`src/rtl/sort_pkg.sv`:
```
// Shared types and sizing constants for the 3-value sorter front end.
package sort_pkg;

  typedef enum logic [1:0] {
    ST_FILL   = 2'd0,
    ST_STROBE = 2'd1,
    ST_SETTLE = 2'd2,
    ST_HOLD   = 2'd3
  } state_t;

  localparam int WIDTH_DEF = 8;
  localparam int CNT_W     = 4;

endpackage

```
`src/rtl/sort_feeder.sv`:
```
// Packs three stream bytes into stable sorter operands, strobes SORT and
// holds the triplet through a settle window until the consumer acknowledges.
//
// state      | meaning
// -----------+------------------------------------------------------------
// ST_FILL    | accepting bytes into A/B/C, in_ready high
// ST_STROBE  | one-cycle SORT pulse, operands frozen
// ST_SETTLE  | waiting for the sorter network to settle
// ST_HOLD    | trip_valid high until trip_ack
module sort_feeder
  import sort_pkg::*;
#(
  parameter int               WIDTH  = WIDTH_DEF,
  parameter logic [WIDTH-1:0] PAD    = '0,
  parameter int               SETTLE = 2
) (
  input  logic             clk,
  input  logic             rst_n,
  input  logic [WIDTH-1:0] in_data,
  input  logic             in_valid,
  input  logic             in_last,
  output logic             in_ready,
  output logic [WIDTH-1:0] A,
  output logic [WIDTH-1:0] B,
  output logic [WIDTH-1:0] C,
  output logic             SORT,
  output logic [1:0]       n_valid,
  output logic             trip_valid,
  input  logic             trip_ack
);

  localparam logic [CNT_W-1:0] SETTLE_LOAD = CNT_W'(SETTLE - 1);

  state_t             r_state;
  logic [1:0]         r_idx;
  logic [CNT_W-1:0]   r_cnt;
  logic [WIDTH-1:0]   r_a, r_b, r_c;
  logic               r_sort;
  logic [1:0]         r_nvalid;
  logic               w_accept;
  logic               w_done;

  // No path from in_valid; rst_n gating keeps the stream stalled during reset.
  assign in_ready = (r_state == ST_FILL) && rst_n;
  assign w_accept = in_valid && (r_state == ST_FILL);
  assign w_done   = in_last || (r_idx == 2'd2);

  always_ff @(posedge clk or negedge rst_n) begin
    if (!rst_n) begin
      r_state  <= ST_FILL;
      r_idx    <= 2'd0;
      r_cnt    <= '0;
      r_a      <= '0;
      r_b      <= '0;
      r_c      <= '0;
      r_sort   <= 1'b0;
      r_nvalid <= 2'd0;
    end else begin
      case (r_state)
        ST_FILL: begin
          if (w_accept) begin
            case (r_idx)
              2'd0:    r_a <= in_data;
              2'd1:    r_b <= in_data;
              default: r_c <= in_data;
            endcase
            r_idx <= r_idx + 2'd1;
            if (w_done) begin
              r_state  <= ST_STROBE;
              r_sort   <= 1'b1;
              r_nvalid <= r_idx + 2'd1;
              // Short group: fill the untouched upper slots in the same edge.
              if (r_idx == 2'd0) begin
                r_b <= PAD;
                r_c <= PAD;
              end else if (r_idx == 2'd1) begin
                r_c <= PAD;
              end
            end
          end
        end
        ST_STROBE: begin
          r_sort  <= 1'b0;
          r_cnt   <= SETTLE_LOAD;
          r_state <= ST_SETTLE;
        end
        ST_SETTLE: begin
          if (r_cnt == '0) r_state <= ST_HOLD;
          else             r_cnt   <= r_cnt - 1'b1;
        end
        ST_HOLD: begin
          if (trip_ack) begin
            r_state <= ST_FILL;
            r_idx   <= 2'd0;
          end
        end
        default: r_state <= ST_FILL;
      endcase
    end
  end

  assign A          = r_a;
  assign B          = r_b;
  assign C          = r_c;
  assign SORT       = r_sort;
  assign n_valid    = r_nvalid;
  assign trip_valid = (r_state == ST_HOLD);

endmodule

```
`config.mk`:
```
export PLATFORM = sky130hd
export DESIGN_NAME = sort_feeder
export DESIGN_NICKNAME = d
export VERILOG_FILES = /design/src/rtl/sort_pkg.sv /design/src/rtl/sort_feeder.sv
export SDC_FILE = /design/constraint.sdc
export NUM_CORES = 1
export LEC_CHECK = 0
export ABC_AREA = 1
export BUFFER_PORTS_ARGS = -buffer_cell sky130_fd_sc_hd__buf_4
export CORE_MARGIN = 2
export CORE_UTILIZATION = 23
export CTS_CLUSTER_SIZE = 10
export DETAILED_ROUTE_END_ITERATION = 10
export GPL_TIMING_DRIVEN = 0
export PLACE_DENSITY = 0.42
export REMOVE_ABC_BUFFERS = 1
export SETUP_SLACK_MARGIN = 0.2
export SLEW_MARGIN = 0
export SYNTH_ARGS = -nofsm -noshare
export SYNTH_HDL_FRONTEND = slang
export SYNTH_SLANG_ARGS = --single-unit
```
`constraint.sdc`:
```
create_clock -name clk -period 1.71 [get_ports clk]
set_input_delay 0.342 -clock clk [delete_from_list [all_inputs] [get_ports clk]]
set_output_delay 0.342 -clock clk [all_outputs]
set_load 0.05 [all_outputs]
```
Word-level counts from Yosys, hierarchy flattened --
Cells that the tools add are included.
Cells by class: equality and inequality tests 10, reduce and logical (&&, ||, !) cells 17, multiplexer cells 19, $add $sub $neg 2
Operator list (number):
- $mux W8 | 7
- $reduce_and A3 Y1 | 4
- $mux W2 | 5
- $ne A2 B2 Y1 const B | 4
- $pmux W2 S4 | 1
- $pmux W4 S2 | 1
- $eq A2 B2 Y1 const B | 3
- $reduce_bool A2 Y1 | 3
- $eq A2 B1 Y1 const B | 2
- $logic_not A2 Y1 | 2
- $logic_not A4 Y1 | 1
- $mux W4 | 1
- $pmux W2 S2 | 1
- $reduce_and A2 Y1 | 2
- $reduce_and A4 Y1 | 1
- $sub A4 B1 Y4 const B | 1
- $add A2 B1 Y2 const B | 1
- $logic_and A1 B1 Y1 | 2
- $mux W1 | 2
- $ne A2 B1 Y1 const B | 1
- $pmux W1 S2 | 1
- $reduce_or A2 Y1 | 1
- $logic_or A1 B1 Y1 | 1
Storage, ports and cells: input bits 13, output and inout port bits 29, register bits 35

Depth between registers and ports, before layout --
Gate-level depths: netlist of the first run.
depth in word-level cells 6, depth in mapped cells 9, gate-level depth less buffers 8

Least setup slack after synthesis of the first run --
Ideal clock, no wire load.
path kind register to output, from register r_state[0], to output port in_ready, path buffers 0, cell stages (with the launch flop) 5, data arrival time 1.056 ns, path slack 0.312 ns, cell sequence dfrtp_1 > inv_1 > ha_1 > nand2_1 > inv_1
Between the ends: word-level cells in the longest chain between the ends 2
Ends and longest elaborated chain:
- from (decl) | RTL line sort_feeder.sv:34 | state_t r_state;
- from (signal assigned) | RTL line sort_feeder.sv:50 | r_state <= ST_FILL;
- from (signal assigned) | RTL line sort_feeder.sv:69 | r_state <= ST_STROBE;
- from (signal assigned) | RTL line sort_feeder.sv:85 | r_state <= ST_SETTLE;
- $logic_not A2 Y1 | RTL line sort_feeder.sv:44 | assign in_ready = (r_state == ST_FILL) && rst_n;
- $logic_and A1 B1 Y1 | RTL line sort_feeder.sv:44
- to (decl) | RTL line sort_feeder.sv:22 | output logic in_ready,
Every way passes these cells.

Worst setup path in the final report of the first run --
Same ends and word-level chain as after synthesis.

==> flow_metrics.py, run 1 <==
metrics = {
    "yosys": {
        "synth_cells": 192,
        "syn_area_per_cell_um2": 8.628,
        "yosysWarnings": 0,
        "synth_common_cells": "50 x nand2_1, 35 x dfrtp_1, 32 x inv_1",
        "synth_area_leaders": "dfrtp_1 53%, nand2_1 11%, inv_1 7.3%",
        "ys.flop_type": "dfrtp_1",
        "ys_ff_latch": 35,
        "synth_cell_types": 20,
        "syn_area_mm2": 0.001657,
        "synth_top_area_share": 0.5287,
        "synth_edf_count": 0,
        "synth-async-reset-ratio": 1.000,
        "synth_top_area_cell": "dfrtp_1",
        "yosysSeqAreaShare": 0.5287,
        "yosysMostFrequentCell": "nand2_1",
    },
    "timing": {
        "slew_headroom": 0.6780,
        "fin_crit_ps": 1559,
        "hold_violations": 0,
        "period_share": 0.9114,
        "rsz0062_at_grt": "yes",
        "finClkSkew_ps": 8.489,
        "tightest_slew_ps": 483.0,
        "setup-violations-final": 0,
        "drv_slew": 0,
        "setup_tns_ps": 0,
        "holdWs_ps": 4.649,
        "max_freq_mhz": 641.6,
    },
    "cts": {
        "clock_sinks": 35,
        "htree_levels": 2,
        "clockRootBuffer": "clkbuf_8",
        "cts_made_buffers": 5,
        "cts_tree": "yes",
        "clkSlewWorstSetupHoldPaths_ps": 80,
        "clockBufferDepth": 2,
        "holdBufCountCts": 0,
        "clock_latency_ps": 290,
    },
    "global_route": {
        "use_met2": 0.1601,
        "grtUsageTotal": 0.1060,
        "overflow": 0,
        "busiest_layer": "met2",
        "use_met1": 0.1517,
        "met3_usage": 0.03358,
        "grt_pass1_wl_mm": 6.396,
        "grt_max_degree": 37,
        "antenna_found_initial": 0,
        "grt_pass1_vias": 1272,
    },
    "place": {
        "dp_hpwl_mm": 2.841,
        "gp_congestion": 0.7382,
        "dpl_cell_area_mm2": 0.002068,
        "portBuffers": 41,
    },
    "finish": {
        "syn_to_final_growth_pct": 39.35,
        "layout.nets": 269,
        "area.sequential_um2": 875.8,
        "num_antenna_cells": 0,
        "drive_above_1_share": 0.3065,
        "fill_cells": 752,
        "fin_area_mm2": 0.002308,
        "multi_input_area_um2": 718.2,
    },
    "outcome": {
        "status": "completed",
    },
    "route": {
        "viasPerCell": 3.948,
        "postRouteAntennaNets": 0,
        "drtIter0Drc": 54,
        "drt_wl_total_mm": 4.088,
        "num_vias": 1358,
        "wire_per_inst_um": 11.88,
        "remaining_drc_errors": 0,
        "first_pass_iters": 4,
    },
    "worst_setup_path": {
        "cpMaxStageDelayCell": "dfrtp_1",
        "required_ps": 1370,
        "crit_path_end_kind": "output pin",
        "crit_top_cell": "inv_2",
        "crit_fanout": 4,
        "arrival_ps": 1220,
        "path_cells": "inv_2 -> ha_4 -> nand2_2 -> inv_2 -> buf_8",
        "start_kind": "flip-flop",
        "cp_slowest_stage_delay_ps": 430,
        "criticalPathCategory": "reg -> out",
    },
    "floorplan": {
        "io_pins": 42,
        "start_util": 0.2412,
        "die_area_mm2": 0.007897,
        "core_mm2": 0.006869,
        "row_count": 30,
        "die_w_um": 88.87,
        "die_h_um": 88.87,
    },
    "hold_path": {
        "hold_path.class": "in -> async",
    },
    "run": {
        "maxCapViolCount": 0,
    },
}
timing repair:
action,4_1_cts,5_1_grt
buffers inserted,3,5
cloned,0,1
resized for setup,11,13
pin swaps,1,5
hold endpoints to repair,0,0
setup endpoints to repair,16,24
critical path: cells and delay by family, from the launching register on:
family        cells  cell delay (ps)
flops             1              430
fa+ha+maj         1              150
simple gates      1               50
buf+inv           3              310
layout make-up:
| type | count | area share |
|---|---|---|
| multi-input combinational | 123 | 0.3111 |
| inverter | 33 | 0.05908 |
| timing repair buffer | 49 | 0.1615 |
| clock buffer | 6 | 0.03144 |
| sequential | 35 | 0.3794 |
| tap | 96 | 0.05203 |
| clock inverter | 2 | 0.005420 |
logic make-up after synthesis:
logic type | share of synthesized area
adders and majority gates | 0.06798
AOI/OAI and AO/OA | 0.1057
xor gates and xnor gates | 0.005288
buffers and inverters | 0.08610
DFF | 0.5287
and+or+nand+nor | 0.2062
state kept, by name, indices dropped and copies added (netlist names), named ones only:
signal / cells
r_idx: 2
C: 7
SORT: 1
n_valid: 2
A: 8
r_state: 2
r_cnt: 4
B: 8
placed cells by master, fill, tap and decap left out, types with 5 or more instances in the layout:
master,instances
dfrtp_1,35
ha_1,6
nor2_1,10
o21ai_0,16
clkbuf_8,5
buf_4,47
nand2_1,48
o21ai_1,13
inv_1,29
nand3_1,7
stage by stage:
step | setup WS [ps] | utilization | std cells
global route | 65.30 | 0.3361 | 344
finish | 151.4 | 0.3361 | 344
global placement | 121.3 | 0.3011 | 327
detailed placement | 120.9 | 0.3011 | 327
floorplan | 311.5 | - | 190
CTS | 147.7 | 0.3220 | 338
routing by layer:
| metal | vias up | part of all wire |
|---|---|---|
| li1 | 711 | - |
| met4 | 0 | 0.0029 |
| met3 | 3 | 0.061 |
| met2 | 36 | 0.43 |
| met5 | - | 0 |
| met1 | 608 | 0.50 |
worst paths after layout:
check	from	endpoint	slack, ps	depth (start not counted)
worst max register to register	r_state[0]	r_idx[0]	200	9
max in group asynchronous	rst_n	SORT	1360	1
worst min register to register	n_valid[1]	n_valid[1]	480	2
worst max-delay path	r_state[0]	in_ready	150	5
worst min-delay path	rst_n	B[7]	5	1
min in group clk	in_data[5]	B[5]	310	3
Power of run 1 is not shown: default switching activity piles up to over one toggle a cycle in this logic, so the estimate is an artifact.
==> run 2, diff against run 1 <==
--- a/config.mk
+++ b/config.mk
@@ -7,12 +7,14 @@
 export LEC_CHECK = 0
 export ABC_AREA = 1
 export BUFFER_PORTS_ARGS = -buffer_cell sky130_fd_sc_hd__buf_4
+export CELL_PAD_IN_SITES_DETAIL_PLACEMENT = 2
+export CELL_PAD_IN_SITES_GLOBAL_PLACEMENT = 2
 export CORE_MARGIN = 2
 export CORE_UTILIZATION = 23
 export CTS_CLUSTER_SIZE = 10
 export DETAILED_ROUTE_END_ITERATION = 10
 export GPL_TIMING_DRIVEN = 0
-export PLACE_DENSITY = 0.42
+export PLACE_DENSITY = 0.63
 export REMOVE_ABC_BUFFERS = 1
 export SETUP_SLACK_MARGIN = 0.2
 export SLEW_MARGIN = 0
==> flow_metrics.py, run 2 (synthesized netlist as in run 1, its figures left out) <==
metrics = {
    "outcome": {
        "status": "completed",
    },
    "worst_setup_path": {
        "cpMaxStageDelayCell": "dfrtp_1",
        "crit_fanout": 3,
        "crit_top_cell": "inv_2",
        "required_ps": 1370,
        "crit_path_end_kind": "output pin",
        "cp_top_family": "flip-flops",
        "cp_slowest_stage_delay_ps": 410,
        "criticalPathCategory": "reg -> out",
        "path_cells": "inv_2 -> ha_4 -> nand2_2 -> inv_2 -> buf_8",
        "cp_num_buf_inv": 3,
        "start_kind": "flip-flop",
        "arrival_ps": 1220,
    },
    "hold_path": {
        "hold_path.class": "in -> async",
    },
    "floorplan": {
        "die_h_um": 88.87,
        "io_pins": 42,
        "start_util": 0.2412,
        "die_area_mm2": 0.007897,
        "row_count": 30,
        "die_w_um": 88.87,
        "core_mm2": 0.006869,
    },
    "run": {
        "maxCapViolCount": 0,
    },
    "global_route": {
        "grt_pass1_vias": 1579,
        "grt_pass1_wl_mm": 7.527,
        "antenna_found_initial": 0,
        "grtUsageTotal": 0.1266,
        "overflow": 0,
        "grt_max_degree": 37,
    },
    "cts": {
        "clockBufferDepth": 2,
        "clockRootBuffer": "clkbuf_8",
        "holdBufCountCts": 0,
        "cts_tree": "yes",
        "htree_levels": 2,
        "clock_latency_ps": 300,
        "cts_made_buffers": 5,
        "clock_sinks": 35,
        "clkSlewWorstSetupHoldPaths_ps": 80,
    },
    "timing": {
        "worst_slack_ps": 146.5,
        "tightest_slew_ps": 482.9,
        "setup-violations-final": 0,
        "period_share": 0.9143,
        "slew_headroom": 0.6781,
        "hold_violations": 0,
        "drv_slew": 0,
        "fin_crit_ps": 1563,
        "setup_tns_ps": 0,
        "finClkSkew_ps": 7.864,
        "rsz0062_at_grt": "yes",
        "max_freq_mhz": 639.6,
    },
    "route": {
        "viasPerCell": 4.286,
        "first_pass_iters": 4,
        "drt_wl_total_mm": 4.587,
        "top_layer": "met4",
        "wire_per_inst_um": 13.26,
        "remaining_drc_errors": 0,
        "num_vias": 1483,
        "postRouteAntennaNets": 0,
        "dr_wl_met3_um": 246,
        "met2WireLength_mm": 2.284,
        "drt-met1-wl_mm": 2.031,
        "drtIter0Drc": 51,
    },
    "finish": {
        "num_antenna_cells": 0,
        "drive_above_1_share": 0.3240,
        "layout_common_cells": "50 x buf_4, 47 x nand2_1, 35 x dfrtp_1, 28 x inv_1, 16 x o21ai_0",
        "fill_cells": 799,
        "area.sequential_um2": 875.8,
        "layout.nets": 271,
        "stdcell_count": 346,
        "final_common_cell": "buf_4",
        "syn_to_final_growth_pct": 40.94,
        "multi_input_area_um2": 715.7,
    },
    "place": {
        "gp_congestion": 0.7502,
        "dp_slack_ps": 51.31,
        "dp.cells": 327,
        "dp_hpwl_mm": 3.248,
        "portBuffers": 41,
    },
}
## run 2: area by class of cell
class,count,share of cell area
inverter,33,0.05520
timing repair buffer,52,0.1736
sequential,35,0.3751
multi-input combinational,122,0.3065
clock buffer,5,0.02947
clock inverter,3,0.008574
tap,96,0.05145
## run 2: worst reg2reg max path, delay by kind of cell, from the launching register on
family / cells / cell delay (ps)
AOI/OAI and AO/OA: 2 / 360
adders and majority gates: 1 / 280
buffers and inverters: 3 / 220
DFF: 1 / 410
and+or+nand+nor: 1 / 60
## run 2: worst paths after layout
path | from | end | slack, ps | cells past startpoint
worst max-delay path | r_state[0] | in_ready | 150 | 5
worst min-delay path | rst_n | B[4] | 5 | 1
worst max register to register | r_state[0] | r_cnt[3] | 250 | 7
worst min register to register | n_valid[1] | n_valid[1] | 500 | 2
max in group asynchronous | rst_n | A[0] | 1370 | 1
min in group clk | in_data[6] | B[6] | 300 | 3
## run 2: repair_timing
action	4_1_cts	5_1_grt
setup endpoints to repair	22	24
endpoints found under the hold margin	0	0
resized for setup	9	17
buffers inserted	5	6
pin swaps	2	4
## run 2: per-stage QoR
step           area [µm²]  hold WS [ps]  utilization
2_1_floorplan        1640         46.41            -
3_3_place_gp         2068         348.1       0.3011
3_5_place_dp         2068         347.2       0.3011
4_1_cts              2228         17.45       0.3244
5_1_grt              2335         17.01       0.3399
6_report             2335         4.724       0.3399
## run 2: routing by layer
metal  vias up  GRT usage
met2        34     0.2117
met5         -          0
met1       736     0.1530
li1        711          -
met4         0    0.04132
met3         2    0.04291
Power of run 2 is left out for the same reason.
